### src/rtl/alu_pkg.sv
// Shared types and constants for the pipelined ALU.
package alu_pkg;

  typedef enum logic [2:0] {
    ALU_ADD = 3'd0,
    ALU_SUB = 3'd1,
    ALU_AND = 3'd2,
    ALU_OR  = 3'd3,
    ALU_XOR = 3'd4,
    ALU_LSL = 3'd5,
    ALU_LSR = 3'd6,
    ALU_ASR = 3'd7
  } alu_op_e;

  // Bit positions inside a {N,Z,C,V} nibble.
  localparam int FLAG_N = 3;
  localparam int FLAG_Z = 2;
  localparam int FLAG_C = 1;
  localparam int FLAG_V = 0;

  typedef logic [3:0] nzcv_t;

  // Width-independent part of the S1 stage word. The operand fields depend on
  // WIDTH, so the full s1_t is declared inside alu_pipe around this struct.
  typedef struct packed {
    alu_op_e op;
    logic    set_flags;
  } s1_ctrl_t;

  function automatic nzcv_t pack_nzcv(input logic n, input logic z,
                                      input logic c, input logic v);
    nzcv_t f;
    f         = '0;
    f[FLAG_N] = n;
    f[FLAG_Z] = z;
    f[FLAG_C] = c;
    f[FLAG_V] = v;
    return f;
  endfunction

endpackage

### src/rtl/alu_core.sv
// Purely combinational ALU datapath: {a, b, op} -> {result, NZCV}.
module alu_core
  import alu_pkg::*;
#(
  parameter int WIDTH = 32
) (
  input  logic [WIDTH-1:0] a_i,
  input  logic [WIDTH-1:0] b_i,
  input  alu_op_e          op_i,
  output logic [WIDTH-1:0] result_o,
  output nzcv_t            nzcv_o
);

  localparam int SHW = $clog2(WIDTH);

  logic [SHW-1:0]      shamt;
  logic [WIDTH:0]      sum;    // extra MSB holds the carry out
  logic [WIDTH:0]      lsl_w;  // extra MSB catches the last bit shifted out
  logic [WIDTH:0]      lsr_w;  // extra LSB catches the last bit shifted out
  logic signed [WIDTH:0] asr_w;
  logic                c_flag;
  logic                v_flag;

  assign shamt = b_i[SHW-1:0];

  // Select the operation result and derive carry/overflow for it.
  always_comb begin
    // NOTE: every output of a combinational block gets a default first, so no
    // path through the case can leave a value unassigned and infer a latch.
    result_o = '0;
    c_flag   = 1'b0;
    v_flag   = 1'b0;
    sum      = '0;
    lsl_w    = '0;
    lsr_w    = '0;
    asr_w    = '0;
    unique case (op_i)
      ALU_ADD: begin
        sum      = {1'b0, a_i} + {1'b0, b_i};
        result_o = sum[WIDTH-1:0];
        c_flag   = sum[WIDTH];
        v_flag   = (a_i[WIDTH-1] == b_i[WIDTH-1]) && (result_o[WIDTH-1] != a_i[WIDTH-1]);
      end
      ALU_SUB: begin
        // Carry out of a + ~b + 1 is 1 exactly when no borrow occurs.
        sum      = {1'b0, a_i} + {1'b0, ~b_i} + {{WIDTH{1'b0}}, 1'b1};
        result_o = sum[WIDTH-1:0];
        c_flag   = sum[WIDTH];
        v_flag   = (a_i[WIDTH-1] != b_i[WIDTH-1]) && (result_o[WIDTH-1] != a_i[WIDTH-1]);
      end
      ALU_AND: result_o = a_i & b_i;
      ALU_OR:  result_o = a_i | b_i;
      ALU_XOR: result_o = a_i ^ b_i;
      ALU_LSL: begin
        lsl_w    = {1'b0, a_i} << shamt;
        result_o = lsl_w[WIDTH-1:0];
        c_flag   = lsl_w[WIDTH];
      end
      ALU_LSR: begin
        lsr_w    = {a_i, 1'b0} >> shamt;
        result_o = lsr_w[WIDTH:1];
        c_flag   = lsr_w[0];
      end
      ALU_ASR: begin
        asr_w    = $signed({a_i, 1'b0}) >>> shamt;
        result_o = asr_w[WIDTH:1];
        c_flag   = asr_w[0];
      end
    endcase
    nzcv_o = pack_nzcv(result_o[WIDTH-1], result_o == '0, c_flag, v_flag);
  end

endmodule

### src/rtl/alu_pipe.sv
// Two-stage pipelined ALU with valid/ready on both sides and an NZCV register
// that is written only when a flag-setting beat retires.
module alu_pipe
  import alu_pkg::*;
#(
  parameter int WIDTH = 32
) (
  input  logic             clk,
  input  logic             reset_n,
  input  logic             in_valid,
  output logic             in_ready,
  input  logic [WIDTH-1:0] a,
  input  logic [WIDTH-1:0] b,
  input  logic [2:0]       op,
  input  logic             set_flags,
  output logic             out_valid,
  input  logic             out_ready,
  output logic [WIDTH-1:0] result,
  output logic [3:0]       alu_flags,
  output logic [3:0]       flags_q
);

  typedef struct packed {
    logic [WIDTH-1:0] a;
    logic [WIDTH-1:0] b;
    s1_ctrl_t         ctrl;
  } s1_t;

  s1_t              s1_q, s1_d;
  logic             s1_v_q, s1_v_d;
  logic             s2_v_q, s2_v_d;
  logic [WIDTH-1:0] result_q, result_d;
  nzcv_t            alu_flags_q, alu_flags_d;
  logic             s2_set_flags_q, s2_set_flags_d;
  nzcv_t            flags_d;

  logic             accept;
  logic             s2_load;
  logic             retire;
  logic [WIDTH-1:0] core_result;
  nzcv_t            core_nzcv;

  // A full pipe can still accept when the output beat is leaving this cycle.
  assign in_ready  = ~s1_v_q | ~s2_v_q | out_ready;
  assign accept    = in_valid & in_ready;
  assign s2_load   = s1_v_q & (~s2_v_q | out_ready);
  assign retire    = s2_v_q & out_ready;

  assign out_valid = s2_v_q;
  assign result    = result_q;
  assign alu_flags = alu_flags_q;

  alu_core #(.WIDTH(WIDTH)) u_core (
    .a_i      (s1_q.a),
    .b_i      (s1_q.b),
    .op_i     (s1_q.ctrl.op),
    .result_o (core_result),
    .nzcv_o   (core_nzcv)
  );

  // Next-state for both stages and the architectural flag register.
  always_comb begin
    s1_d           = s1_q;
    s1_v_d         = s1_v_q;
    s2_v_d         = s2_v_q;
    result_d       = result_q;
    alu_flags_d    = alu_flags_q;
    s2_set_flags_d = s2_set_flags_q;
    flags_d        = flags_q;

    if (accept) begin
      s1_d.a              = a;
      s1_d.b              = b;
      s1_d.ctrl.op        = alu_op_e'(op);
      s1_d.ctrl.set_flags = set_flags;
      s1_v_d              = 1'b1;
    end else if (s2_load) begin
      s1_v_d = 1'b0;
    end

    if (s2_load) begin
      s2_v_d         = 1'b1;
      result_d       = core_result;
      alu_flags_d    = core_nzcv;
      s2_set_flags_d = s1_q.ctrl.set_flags;
    end else if (retire) begin
      s2_v_d = 1'b0;
    end

    // Flags commit only for a beat the consumer actually takes.
    if (retire && s2_set_flags_q) begin
      flags_d = alu_flags_q;
    end
  end

  // Stage registers and flag register; reset discards any in-flight beat.
  always_ff @(posedge clk or negedge reset_n) begin
    if (!reset_n) begin
      // NOTE: the data registers are reset as well because result and
      // alu_flags are visible on the ports and must read zero out of reset.
      s1_q           <= '0;
      s1_v_q         <= 1'b0;
      s2_v_q         <= 1'b0;
      result_q       <= '0;
      alu_flags_q    <= '0;
      s2_set_flags_q <= 1'b0;
      flags_q        <= '0;
    end else begin
      // NOTE: non-blocking assignments so every register samples the values
      // from before this edge, independent of statement order.
      s1_q           <= s1_d;
      s1_v_q         <= s1_v_d;
      s2_v_q         <= s2_v_d;
      result_q       <= result_d;
      alu_flags_q    <= alu_flags_d;
      s2_set_flags_q <= s2_set_flags_d;
      flags_q        <= flags_d;
    end
  end

endmodule

### config.mk
export PLATFORM = sky130hd
export DESIGN_NAME = alu_pipe
export DESIGN_NICKNAME = d
export VERILOG_FILES = /design/src/rtl/alu_pkg.sv /design/src/rtl/alu_core.sv /design/src/rtl/alu_pipe.sv
export SDC_FILE = /design/constraint.sdc
export NUM_CORES = 1
export LEC_CHECK = 0
export ABC_CLOCK_PERIOD_IN_PS = 7600
export CAP_MARGIN = 20
export CORE_MARGIN = 3
export CORE_UTILIZATION = 45
export DETAILED_ROUTE_END_ITERATION = 10
export GPL_TIMING_DRIVEN = 1
export SLEW_MARGIN = 20
export SYNTH_ARGS = -nofsm -noshare
export SYNTH_HDL_FRONTEND = slang
export SYNTH_HIERARCHICAL = 1
export SYNTH_SLANG_ARGS = --single-unit
### constraint.sdc
create_clock -name clk -period 7.6 [get_ports clk]
set_input_delay 1.9 -clock clk [delete_from_list [all_inputs] [get_ports clk]]
set_output_delay 1.9 -clock clk [all_outputs]
set_load 0.01 [all_outputs]
==> results by group <==
Detailed routing
  – WL per Instance: 29.6 um
  – DRC: 0
  – Drt via density: 6.99
  – Pre-antenna DRT Iters: 6
  – Via count: 14,906
  – Final wirelength: 63,000 um
  – 1st-iter DRT viols: 2,243
  – Antenna Violating Nets Remaining: 0

STA
  – Max-slew headroom: 30.2%
  – Setup TNS: 0 ps
  – Slew Limit Fails: 0
  – Final Hold Viols: 0
  – Layout Skew: 12.9 ps
  – Slew @ Worst Pin: 1040 ps
  – Fmax: 187 MHz
  – Final setup viols: 0
  – Fin crit share: 70.2%
  – Min Clock Period, post-route: 5340 ps
  – RSZ-0062 raised after global routing: false

Clocking
  – Postcts setup bufs: 0
  – TritonCTS Buffers: 9
  – Sink Count: 111
  – Hold buffer count at cts: 0
  – Clock Latency Late Sink: 390 ps
  – Max clock buf depth: 2
  – Clk root buf: clkbuf_16
  – Post-CTS Resized: 0
  – CTS tree: built
  – H-tree levels: 3
  – Clock slew at reported path FFs: 80 ps

Setup path
  – CP Cell Sequence: inv_1 > fa_1 > and2b_1 > o2111ai_2 > a2111oi_4 > o21ai_1 > a21boi_1 > o41ai_1 > a21oi_1 > a211oi_1 > or3_1 > or4_1 > nor4_2 > mux2_2
  – Critical Path Fanout Max: 51
  – Slowest-stage cell, CP: dfrtp_4
  – Crit path largest cell delay: 830 ps
  – CP top delay family: compound AO/OA/AOI/OAI gates
  – Buffers & Inverters on Critical Path: 1
  – CP startpoint kind: register
  – CP Data Required Time: 7930 ps
  – Worst endpoint data arrival time: 5670 ps
  – WS Path Type: register to register
  – Reg-to-reg setup timing slack: 2260 ps
  – CP endpoint kind: register

Layout
  – N_diodes: 0
  – Ratio of cells with drive above 1 in the final layout: 15.2%
  – Filler cell count: 2,997
  – Cell area after layout: 0.0159 mm2
  – Final core utilization: 51.1%
  – Register area: 0.00279 mm2
  – Nets: 1,901
  – Area Growth Syn to Fin: 10.0%
  – Multi-input logic area: 0.0105 mm2

Placement
  – Placer Congestion: 1.02
  – Post-detail-place hpwl: 47,200 um
  – Cell Area, Placed: 0.0156 mm2
  – Port buffer count: 113

Synth
  – Post-Synthesis Cell Area: 0.0144 mm2
  – Synth Area in Compound Gates: 24.7%
  – Sequential area share after synthesis: 19.2%
  – Synthesized-area fraction occupied by xor and xnor cells: 0.607%
  – FF+latch count, synth: 111
  – Largest family of logic cells by synthesized area: compound AO/OA/AOI/OAI gates
  – Netlist cell types: 97
  – Synth Net Count: 1,884
  – Synth warnings: 6
  – Post-synth EDFFs: 0
  – Post-Synth Adder-Cell Area: 8.75%
  – Simple-gate share of the synthesized area: 15.9%
  – Multiplexer share of the synthesized area: 22.8%
  – Synth area leaders: dfrtp_1 19%, mux2_2 9.3%, ha_1 8.4%
  – Post-Synthesis Cells: 1,713
  – Yosys top cell area share: 19.2%
  – Cell taking the most area after synthesis: dfrtp_1
  – Main synth FF type: dfrtp_1
  – Post-synth ARST share: 100%
  – Avg Synthesized Cell Area: 8.43 um2

Pwr
  – PD cells: 272 mW/mm2
  – Leakage: 6.68 nW
  – Pwr Total: 0.00432 W
  – Max VDD drop: 0.000145 V

Floorplanning
  – Boundary Pins: 114
  – Cell row count: 64
  – Initial Utilization: 46.5%
  – Die W: 185 um
  – Die H: 185 um
  – Core Region: 0.0311 mm2
  – Die ar.: 0.0343 mm2

GRT
  – Tot GR Track Use: 36.1%
  – Antenna violations before repair: 1
  – First-pass GRT wire length: 92,800 um
  – Largest net degree at the start of global routing: 72
  – Vias in the first global route: 13,961
  – Grt ovf: 0

Flow run
  – Maxcap violations: 0

Outcome
  – Status: finished clean

Worst hold path
  – Worst hold path type: register to register
## where the power goes
part / switching, W / internal, W / total (W)
registers: 0.000216 / 0.000743 / 0.000959
clock network: 0.000245 / 0.000259 / 0.000503
logic: 0.00173 / 0.00113 / 0.00286
## synth_stat cells (all sizes together) (16+ instances only)
cell type  count
a21oi        126
mux4          42
ha            97
nand4         16
mux2         140
a31oi         23
nor3          39
a21o          24
inv           97
buf           77
a211oi        29
nand2        151
a22oi         16
nand3         44
o22ai         22
clkbuf        65
nor4          19
dfrtp        111
o211ai        38
mux2i         66
nor2         115
o21ai         97
## registers in the layout, indices dropped and copies added, names as in the netlist
signal	cells
s1_q	68
result	32
alu_flags	4
s1_v_q	1
s2_set_flags_q	1
flags_q	4
out_valid	1
## cell type report
class | instances | area share [%]
multi-input combinational | 1360 | 66.2
sequential | 111 | 17.6
timing repair buffer | 148 | 8.84
tap | 396 | 3.12
inverter | 100 | 2.36
clock buffer | 10 | 1.44
clock inverter | 6 | 0.433
## metrics by stage
step	worst slack, ps	std cells	hold slack, ps
2_1_floorplan	3260	1713	475
3_3_place_gp	2440	2114	488
3_5_place_dp	2430	2114	493
4_1_cts	2410	2130	510
5_1_grt	2070	2131	521
6_report	2260	2131	506
## cells by family after synthesis
group,count (synthesis)
compound gates,525
buf+inv,242
flops,111
fa+ha+maj,100
simple gates,477
xor+xnor,10
mux,248
## routing by layer
metal	global-route usage (%)	share of wire, %
met5	0	0.021
met3	7.07	9.7
met4	16.2	5.2
met1	49.4	41
met2	55.6	44
## worst paths after layout
| path | start | to | depth (start not counted) |
|---|---|---|---|
| worst max-delay path | s1_q[5] | alu_flags[2] | 14 |
| worst min-delay path | result[9] | result[9] | 1 |
| worst max register to register | s1_q[5] | alu_flags[2] | 14 |
| worst min register to register | result[9] | result[9] | 1 |
| max in group asynchronous | reset_n | s1_q[30] | 2 |
| min in group asynchronous | reset_n | s1_q[46] | 1 |
## placed cells by master, fill, tap and decap left out, types with 14 or more instances in the layout
master,n
nand2_1,149
a21oi_1,126
mux2_2,119
nor2_1,114
clkdlybuf4s50_1,112
dfrtp_1,106
ha_1,97
inv_1,96
o21ai_0,92
mux2i_1,66
nand3_1,44
o211ai_1,38
nor3_1,37
buf_4,35
mux4_2,33
a211oi_1,28
a21o_1,24
a31oi_1,23
o22ai_1,22
mux2_4,21
nor4_1,17
nand4_1,16
a22oi_1,16
nand2b_1,14
nor2b_1,14
a221oi_1,14
Power figures use the tool's default switching activity.
